<file path="src/rtl/rs_syndrome.sv">
// rtl/rs_syndrome.sv - RS(15,9) GF(16) syndrome calculator, one symbol per clock
//
// Purpose: accepts one received 60-bit RS(15,9) codeword per transaction and
//          computes the six syndromes S1..S6 (roots alpha^1..alpha^6, field
//          polynomial x^4+x+1) by Horner's rule, highest-degree symbol first.
//
// Ports:
//   clk      in   rising-edge clock
//   rst_n    in   asynchronous active-low reset
//   en       in   start request, sampled only while busy=0
//   datain   in   received codeword, [59:56]=c14 ... [3:0]=c0
//   busy     out  computation in progress (15 cycles)
//   rdy      out  one-cycle pulse, syndrom/err freshly updated
//   syndrom  out  packed syndromes, S1 at [3:0] ... S6 at [23:20]
//   err      out  any syndrome nonzero

module rs_syndrome #(
   parameter int CODE_WIDTH = 60,
   parameter int SYM_WIDTH  = 4,
   parameter int NSYN       = 6
) (
   input  logic                      clk,
   input  logic                      rst_n,
   input  logic                      en,
   input  logic [CODE_WIDTH-1:0]     datain,
   output logic                      busy,
   output logic                      rdy,
   output logic [NSYN*SYM_WIDTH-1:0] syndrom,
   output logic                      err
);

   localparam int NSTEP = CODE_WIDTH / SYM_WIDTH;
   localparam int SYNW  = NSYN * SYM_WIDTH;

   typedef enum logic {
      IDLE = 1'b0,
      CALC = 1'b1
   } state_t;

   state_t                state, state_nxt;
   logic [3:0]            counter;
   logic [CODE_WIDTH-1:0] shreg;
   logic [SYNW-1:0]       acc;
   logic [SYNW-1:0]       acc_nxt;
   logic [SYNW-1:0]       syn_r;
   logic                  rdy_r;
   logic                  start;
   logic                  step;
   logic                  last;
   logic [SYM_WIDTH-1:0]  sym;

   // Multiply by alpha: shift left, fold the overflow back as x^4 = x + 1.
   function automatic logic [3:0] mul_alpha(input logic [3:0] x);
      return {x[2:0], 1'b0} ^ {2'b00, x[3], x[3]};
   endfunction

   // Multiply by alpha^n for a constant n; unrolls into a pure XOR network.
   function automatic logic [3:0] mul_alpha_pow(input logic [3:0] x, input int n);
      logic [3:0] y;
      y = x;
      for (int k = 0; k < 6; k++) begin
         if (k < n) y = mul_alpha(y);
      end
      return y;
   endfunction

   // State register
   always_ff @(posedge clk or negedge rst_n) begin
      if (!rst_n) state <= IDLE;
      else        state <= state_nxt;
   end

   // Next-state logic
   always_comb begin
      state_nxt = state;
      case (state)
         IDLE:    if (en)   state_nxt = CALC;
         CALC:    if (last) state_nxt = IDLE;
         default:           state_nxt = IDLE;
      endcase
   end

   // Output / control decode
   always_comb begin
      busy  = (state == CALC);
      start = (state == IDLE) && en;
      step  = (state == CALC);
      last  = step && (counter == 4'(NSTEP - 1));
   end

   // Current symbol is always the top nibble; the register shifts left per step.
   assign sym = shreg[CODE_WIDTH-1 -: SYM_WIDTH];

   // One Horner step for every syndrome in parallel: A_j <- A_j*alpha^j ^ r.
   genvar j;
   generate
      for (j = 0; j < NSYN; j++) begin : g_horner
         assign acc_nxt[j*SYM_WIDTH +: SYM_WIDTH] =
            mul_alpha_pow(acc[j*SYM_WIDTH +: SYM_WIDTH], j + 1) ^ sym;
      end
   endgenerate

   // Datapath
   always_ff @(posedge clk or negedge rst_n) begin
      if (!rst_n) begin
         counter <= '0;
         shreg   <= '0;
         acc     <= '0;
         syn_r   <= '0;
         rdy_r   <= 1'b0;
      end else begin
         rdy_r <= last;
         if (start) begin
            shreg   <= datain;
            acc     <= '0;
            counter <= '0;
         end else if (step) begin
            shreg   <= {shreg[CODE_WIDTH-SYM_WIDTH-1:0], {SYM_WIDTH{1'b0}}};
            acc     <= acc_nxt;
            counter <= counter + 4'd1;
            // The last step's result goes straight to the output register,
            // so syndrom changes only on the result edge.
            if (last) syn_r <= acc_nxt;
         end
      end
   end

   assign rdy     = rdy_r;
   assign syndrom = syn_r;
   assign err     = |syn_r;

endmodule

</file>
<file path="config.mk">
export PLATFORM = sky130hd
export DESIGN_NAME = rs_syndrome
export DESIGN_NICKNAME = d
export VERILOG_FILES = /design/src/rtl/rs_syndrome.sv
export SDC_FILE = /design/constraint.sdc
export NUM_CORES = 1
export LEC_CHECK = 0
export BUFFER_PORTS_ARGS = -buffer_cell sky130_fd_sc_hd__buf_2
export CAP_MARGIN = 30
export CORE_UTILIZATION = 55
export DETAILED_ROUTE_END_ITERATION = 6
export PLACE_DENSITY = 0.77
export REMOVE_ABC_BUFFERS = 1
export SLEW_MARGIN = 20
export SYNTH_ARGS = -nofsm -noshare
export SYNTH_HDL_FRONTEND = slang
export SYNTH_SLANG_ARGS = --single-unit
export TNS_END_PERCENT = 20
</file>
<file path="constraint.sdc">
create_clock -name clk -period 1.7 [get_ports clk]
set_input_delay 0.34 -clock clk [delete_from_list [all_inputs] [get_ports clk]]
set_output_delay 0.34 -clock clk [all_outputs]
set_load 0.02 [all_outputs]
</file>
# Word-level counts from Yosys, hierarchy flattened
# Cells that the tools add are included.
[totals]
register_bits = 114
inputBits = 63
word_cells = 51
[op_classes]
n_addsub = 1
eq_ne = 1
mux = 9
bitwise = 29
reduce_logical = 5
[op_table]
columns = ["operator", "count"]
rows = [
  ["$mux W60", 2],
  ["$xor A4 B2 Y4", 21],
  ["$mux W24", 2],
  ["$reduce_or A24 Y1", 1],
  ["$xor A4 B4 Y4", 6],
  ["$mux W4", 2],
  ["$add A4 B1 Y4 const B", 1],
  ["$eq A4 B4 Y1 const B", 1],
  ["$reduce_and A3 Y1", 1],
  ["$logic_and A1 B1 Y1", 2],
  ["$mux W1", 2],
  ["$not A1 Y1", 2],
  ["$pmux W1 S2", 1],
  ["$reduce_bool A2 Y1", 1],
]

# Depth between registers and ports, before layout
# Gate-level depths: netlist of run 1.
[depth]
word_depth = 9
mapped_depth = 7
ltp_nobuf = 6

# Worst setup path after synthesis of run 1
# Ideal clock, no wire load.
[synth_timing]
path_kind = "register -> register"
from = "reg counter[0]"
to = "reg syn_r[21] (netlist: syndrom[21])"
arrival_ps = 1375
required_ps = 1575
setup_slack_ps = 201
stages_incl_launch_ff = 7
n_path_buf = 1
path_cell_list = "dfrtp_1 > inv_1 > ha_1 > nand4_1 > inv_1 > buf_2 > mux2_2"
[synth_via]
elab_chain_cells = 3
[synth_lines]
columns = ["item", "line", "rtl"]
rows = [
  ["start: declaration", "41", "logic [3:0] counter;"],
  ["start signal: assignment", "120", "counter <= counter + 4'd1;"],
  ["$eq A4 B4 Y1", "88", "last = step && (counter == 4'(NSTEP - 1));"],
  ["$logic_and A1 B1 Y1", "88", ""],
  ["net last", "49", "logic last;"],
  ["$reduce_and A3 Y1 (no line)", "--", ""],
  ["end signal: assignment", "123", "if (last) syn_r <= acc_nxt;"],
  ["end: declaration", "45", "logic [SYNW-1:0] syn_r;"],
]
# The timed path passes the listed nets, and every way through them passes these cells.
# A chain may end at the register's enable or synchronous reset.

# Worst setup path after layout of run 1
[layout_timing]
from = "reg syn_r[13] (netlist: syndrom[13])"
to = "out err"
[layout_via]
elab_chain_cells = 1
[layout_lines]
columns = ["item", "line", "rtl"]
rows = [
  ["$reduce_or A24 Y1", "130", "assign err = |syn_r;"],
  ["end: declaration", "29", "output logic err"],
]
# No other way between the ends.

==> flow_summary.ini, run 1 <==
[flow_run]
cap_violations = 0

[sta]
fmax_mhz = 489
hold_violations = 0
setup_viol = 2
period_share_pct = 120
layout_min_cycle_time_ns = 2.05
finalClockSkew_ns = 0.00737
final.setup.tns_ns = -0.380
slew-limit-headroom_pct = 67.1
tightest_slew_ns = 0.492
rsz0062_at_grt = true
fin_ws_ns = -0.345
slew_viol_final = 0

[layout]
finalCoreUtilization_pct = 71.8
drive_gt1_share_pct = 26.4
nFillCells = 669
antenna-diode-count = 0
area_delta_synth_final_pct = 25.3
nNetsFinal = 651
seq_area_um2 = 2860
multi_input_area_um2 = 2360

[synthesis]
syn_avg_cell_area_um2 = 10.8
yosysTopAreaCell = dfrtp_1
synth_cell_type_count = 28
synth.cell_area_um2 = 5350
synth_area_leaders = dfrtp_1 53%, mux2i_1 12%, o21ai_0 6.6%
synth_top_area_share_pct = 53.4
yosysWarnings = 0
synth_cells = 494
yosysSeqAreaShare_pct = 53.4
ys_ff_latch = 114

[clock_tree]
cts_buffer_depth = 2
root_buffer = clkbuf_8
insertion_delay_ns = 0.51
clk_pin_slew_worst_paths_ns = 0.06
htree_levels = 4
numCtsBuffers = 17
clock-sinks = 114
cts_tree = yes

[floorplanning]
rows = 35
top_level_ports = 90
die_h_um = 101
start_util_pct = 57.3
coreArea_um2 = 9330
die_w_um = 101
die-area_um2 = 10100

[setup_path]
required_ns = 1.36
crit_chain = nor4_4 > and4_1 > nand3_2 > buf_6
crit_slowest_cell = dfrtp_1
startpoint_type = register
criticalPathCategory = register to primary output
cp_max_fo = 3
cp_slowest_stage_delay_ns = 0.41
end_kind = primary output
worst_ep_arrival_time_ns = 1.71

[routing]
route.vias.total = 3831
drt_iter0_markers = 147
routed_wl_mm = 11.0
remaining_drc_errors = 0
dr.pass1.iters = 4
vias_per_cell = 5.27
detail-route-antenna-nets = 0
wl_per_cell_um = 15.1

[place]
dp_hpwl_mm = 7.37
dp_slack_ns = 0.0683
portBuffers = 89
gp_congestion = 0.748

[global_routing]
grt_pass1_vias = 3842
grtUsageTotal_pct = 23.8
grt_max_degree = 56
grt_overflow = 0
grt_pass1_wl_mm = 18.3
antenna_found_initial = 0

[pwr]
vdd.ir_drop.worst_mv = 0.954
p_leak_nw = 3.30
power_density_nw_per_um2 = 1980

[run_status]
outcome = complete, but fails checks
violations = setup timing

[min_path]
hold_class = primary input to register
cell families after synthesis:
group,after synthesis,share of synthesized area [%]
DFF,114,53.4
AOI/OAI and AO/OA,90,9.20
muxes,78,15.0
and+or+nand+nor,128,10.9
xor gates and xnor gates,44,7.72
adders and majority gates,2,0.468
buffers and inverters,38,3.32
power breakdown:
| group | internal, mW | switching [mW] | total [mW] |
|---|---|---|---|
| combinational | 2.28 | 2.32 | 4.61 |
| sequential | 3.83 | 0.948 | 4.78 |
| clock | 2.67 | 1.19 | 3.86 |
state kept, by name, summed over array words and instances, names as in the netlist:
name,cells
shreg,60
acc,24
syndrom,24
counter,4
busy,1
rdy,1
metrics by stage:
| stage | std cells | total power [mW] | instance area [um2] | hold WS (ns) |
|---|---|---|---|---|
| after global routing | 727 | 14.0 | 6700 | 0.0924 |
| after detailed placement | 694 | 9.23 | 5960 | 0.277 |
| after global placement | 694 | 9.00 | 5960 | 0.271 |
| final | 727 | 13.2 | 6700 | 0.0915 |
| after CTS | 726 | 13.3 | 6680 | 0.0762 |
| after floorplan | 460 | 7.87 | 5180 | 0.0444 |
layout make-up:
type                       count  area share, %
clock inverter                 9           2.63
inverter                       4          0.224
tap                          129           2.41
multi-input combinational    342           35.3
timing repair buffer         107           9.77
sequential                   114           42.6
clock buffer                  22           7.06
cell usage in the layout, fill, tap and decap left out, types with 2 or more instances in the layout:
| cell | instances |
|---|---|
| mux2_2 | 15 |
| xnor3_1 | 2 |
| dfrtp_1 | 113 |
| clkinv_2 | 2 |
| a21oi_1 | 3 |
| o21ai_0 | 70 |
| clkbuf_16 | 16 |
| buf_2 | 85 |
| a21o_1 | 16 |
| nor3b_1 | 13 |
| xor2_1 | 7 |
| mux2i_1 | 62 |
| bufinv_16 | 5 |
| nor4_4 | 2 |
| nand2_1 | 87 |
| nor4_1 | 2 |
| ha_1 | 2 |
| xnor2_1 | 35 |
| nand2b_1 | 8 |
| nor4_2 | 2 |
| inv_1 | 4 |
| buf_4 | 15 |
| buf_12 | 4 |
| nor2_1 | 7 |
| clkbuf_8 | 5 |
worst paths after layout:
path / start / end / slack [ns] / cells after the start
min in group asynchronous: rst_n / counter[2]$_DFFE_PN0P_ / 0.29 / 2
worst max register to register: counter[0]$_DFFE_PN0P_ / syndrom[1]$_DFFE_PN0P_ / 0.21 / 6
worst min-delay path: datain[0] / shreg[0]$_DFFE_PN0P_ / 0.09 / 3
max in group asynchronous: rst_n / shreg[42]$_DFFE_PN0P_ / 0.81 / 3
worst max-delay path: syndrom[13]$_DFFE_PN0P_ / err / -0.35 / 4
worst min register to register: shreg[44]$_DFFE_PN0P_ / shreg[48]$_DFFE_PN0P_ / 0.48 / 2
metal layers:
layer | track usage, % | up-vias | wire, um
met5 | 0 | - | 0
met4 | 7.58 | 0 | 78
met3 | 6.80 | 9 | 578
met2 | 39.8 | 100 | 5370
met1 | 30.0 | 1849 | 4980
li1 | - | 1873 | -
cells in the mapped netlist, drive strengths merged:
master / instances
a21o: 16
a21oi: 3
and4: 1
buf: 25
clkbuf: 9
dfrtp: 114
ha: 2
inv: 4
mux2: 16
mux2i: 62
nand2: 87
nand2b: 8
nand3: 2
nand3b: 1
nand4: 1
nor2: 7
nor2b: 1
nor3: 1
nor3b: 13
nor4: 6
o21ai: 70
o22ai: 1
xnor2: 35
xnor3: 2
xor2: 7
repair_timing:
item                                    in CTS  in global routing
hold buffers                                 1                  0
buffers inserted                             0                  1
pin swaps                                    1                  2
gates resized for setup                     12                  3
endpoints found under the setup margin       2                  2
endpoints found under the hold margin       19                  0
worst max-delay path: cells and delay by family (launching register included):
kind | cells | cell delay [ns]
AND/OR/NAND/NOR | 3 | 0.63
flip-flops | 1 | 0.41
buffers and inverters | 1 | 0.15
(Power assumes the default switching activity.)
==> run 2, diff against run 1 <==
TNS_END_PERCENT = default   (was 20)
==> flow_summary.ini, run 2 (same netlist as run 1, synthesis figures left out) <==
[sta]
rsz0062_at_grt = true
fin_ws_ns = -0.340
hold_violations = 0
setup_viol = 1
slew_viol_final = 0
finalClockSkew_ns = 0.00889
period_share_pct = 120
fmax_mhz = 490
tightest_slew_ns = 0.498
layout_min_cycle_time_ns = 2.04
slew-limit-headroom_pct = 66.7

[setup_path]
startpoint_type = register
cp_max_fo = 3
crit_family = simple AND/OR/NAND/NOR gates
cp_slowest_stage_delay_ns = 0.41
rrSetupSlack_ns = 0.10
criticalPathCategory = register to primary output
end_kind = primary output
crit_chain = nor4_4 > and4_1 > nand3_2 > buf_6
worst_ep_arrival_time_ns = 1.70
required_ns = 1.36
crit_slowest_cell = dfrtp_1
critPathBufInv = 1

[layout]
regMostFlops = shreg
area_delta_synth_final_pct = 26.5
postLayoutCellArea_um2 = 6760
final_common_cell = dfrtp_1
largest_reg_flops = 60
seq_area_um2 = 2860
multi_input_area_um2 = 2360
nFillCells = 665
final_cell_mix = 113 x dfrtp_1, 87 x nand2_1, 86 x buf_2
drive_gt1_share_pct = 26.9
finalCoreUtilization_pct = 72.5
nNetsFinal = 655
fin_cells = 731
antenna-diode-count = 0

[clock_tree]
clock-sinks = 114
root_buffer = clkbuf_8
htree_levels = 4
cts_buffer_depth = 2
cts_tree = yes
insertion_delay_ns = 0.50
numCtsBuffers = 17
clk_pin_slew_worst_paths_ns = 0.06

[floorplanning]
die_h_um = 101
rows = 35
coreArea_um2 = 9330
top_level_ports = 90
start_util_pct = 57.3
die_w_um = 101
die-area_um2 = 10100

[routing]
drt_iter0_markers = 181
routed_wl_mm = 11.3
vias_per_cell = 5.31
remaining_drc_errors = 0
dr.pass1.iters = 5
route.vias.total = 3879
wl_per_cell_um = 15.5
detail-route-antenna-nets = 0

[pwr]
finalPower_mw = 13.3
power_density_nw_per_um2 = 1970
p_leak_nw = 3.34
internal_power_mw = 8.86
p_seq_share_pct = 35.7
vdd.ir_drop.worst_mv = 0.947
combPwrFrac_pct = 35.4
swShare_pct = 33.6
power_frac_clock_pct = 28.9
power_switching_mw = 4.48

[global_routing]
antenna_found_initial = 0
grtUsageTotal_pct = 24.3
grt_overflow = 0
grt_max_degree = 49
grt_pass1_vias = 3890
grt_pass1_wl_mm = 18.7

[place]
placed_cell_area_um2 = 5960
gp_congestion = 0.748
dp_slack_ns = 0.0683
dp_cells = 694
dp_hpwl_mm = 7.37
portBuffers = 89

[run_status]
violations = setup timing
outcome = complete, but fails checks

[flow_run]
cap_violations = 0

[min_path]
hold_class = primary input to register
[run 2: cell types whose count changed in the layout (fill, tap and decap cells not counted)]
| cell | delta |
|---|---|
| buf_8 | -1 |
| clkbuf_16 | +1 |
| bufbuf_16 | +1 |
| buf_4 | +2 |
| buf_2 | +1 |
[run 2: through the flow]
step / setup TNS, ns / hold slack, ns
2_1_floorplan: -204.32 / 0.0444
3_3_place_gp: 0 / 0.271
3_5_place_dp: 0 / 0.277
4_1_cts: -0.352 / 0.0762
5_1_grt: -0.405 / 0.0924
6_report: -0.340 / 0.0955
[run 2: power by group through the flow]
stage | clock [mW] | combinational, mW | sequential [mW]
floorplan | 0 | 2.83 | 5.04
finish | 3.86 | 4.72 | 4.77
global route | 4.03 | 5.21 | 4.91
CTS | 3.90 | 4.69 | 4.76
global placement | 0 | 4.35 | 4.66
detailed placement | 0 | 4.50 | 4.73
[run 2: tightest hold or removal path, cell delays in order]
cell and delay, ns:
buf_2 0.08, mux2i_1 0.05, nor2_1 0.09
[run 2: final cells by class]
type | instances | area share, %
Multi-Input combinational cell | 342 | 34.9
Inverter | 4 | 0.222
Tap cell | 129 | 2.39
Clock inverter | 9 | 2.61
Timing Repair Buffer | 111 | 10.6
Sequential cell | 114 | 42.2
Clock buffer | 22 | 6.99
[run 2: final timing paths]
| check | start | to | cells past startpoint |
|---|---|---|---|
| worst min register to register | shreg[12]$_DFFE_PN0P_ | shreg[16]$_DFFE_PN0P_ | 2 |
| max in group asynchronous | rst_n | shreg[42]$_DFFE_PN0P_ | 3 |
| worst min-delay path | datain[0] | shreg[0]$_DFFE_PN0P_ | 3 |
| worst max-delay path | syndrom[13]$_DFFE_PN0P_ | err | 4 |
| worst max register to register | busy$_DFF_PN0_ | counter[2]$_DFFE_PN0P_ | 5 |
| min in group asynchronous | rst_n | counter[2]$_DFFE_PN0P_ | 2 |
[run 2: timing repair]
action / CTS / global route
resized for setup: 9 / 3
buffers inserted: 1 / 2
setup endpoints to repair: 2 / 2
pin swaps: 1 / 2
gates cloned: 1 / 1
endpoints found under the hold margin: 19 / 0
hold buffers: 1 / 0
[run 2: metal layers]
layer	track usage [%]	share of wire [%]	vias to the layer above
met2	40.6	49	107
met1	30.7	45	1879
li1	-	-	1882
met3	6.87	5.7	11
met5	0	0	-
met4	7.80	0.93	0
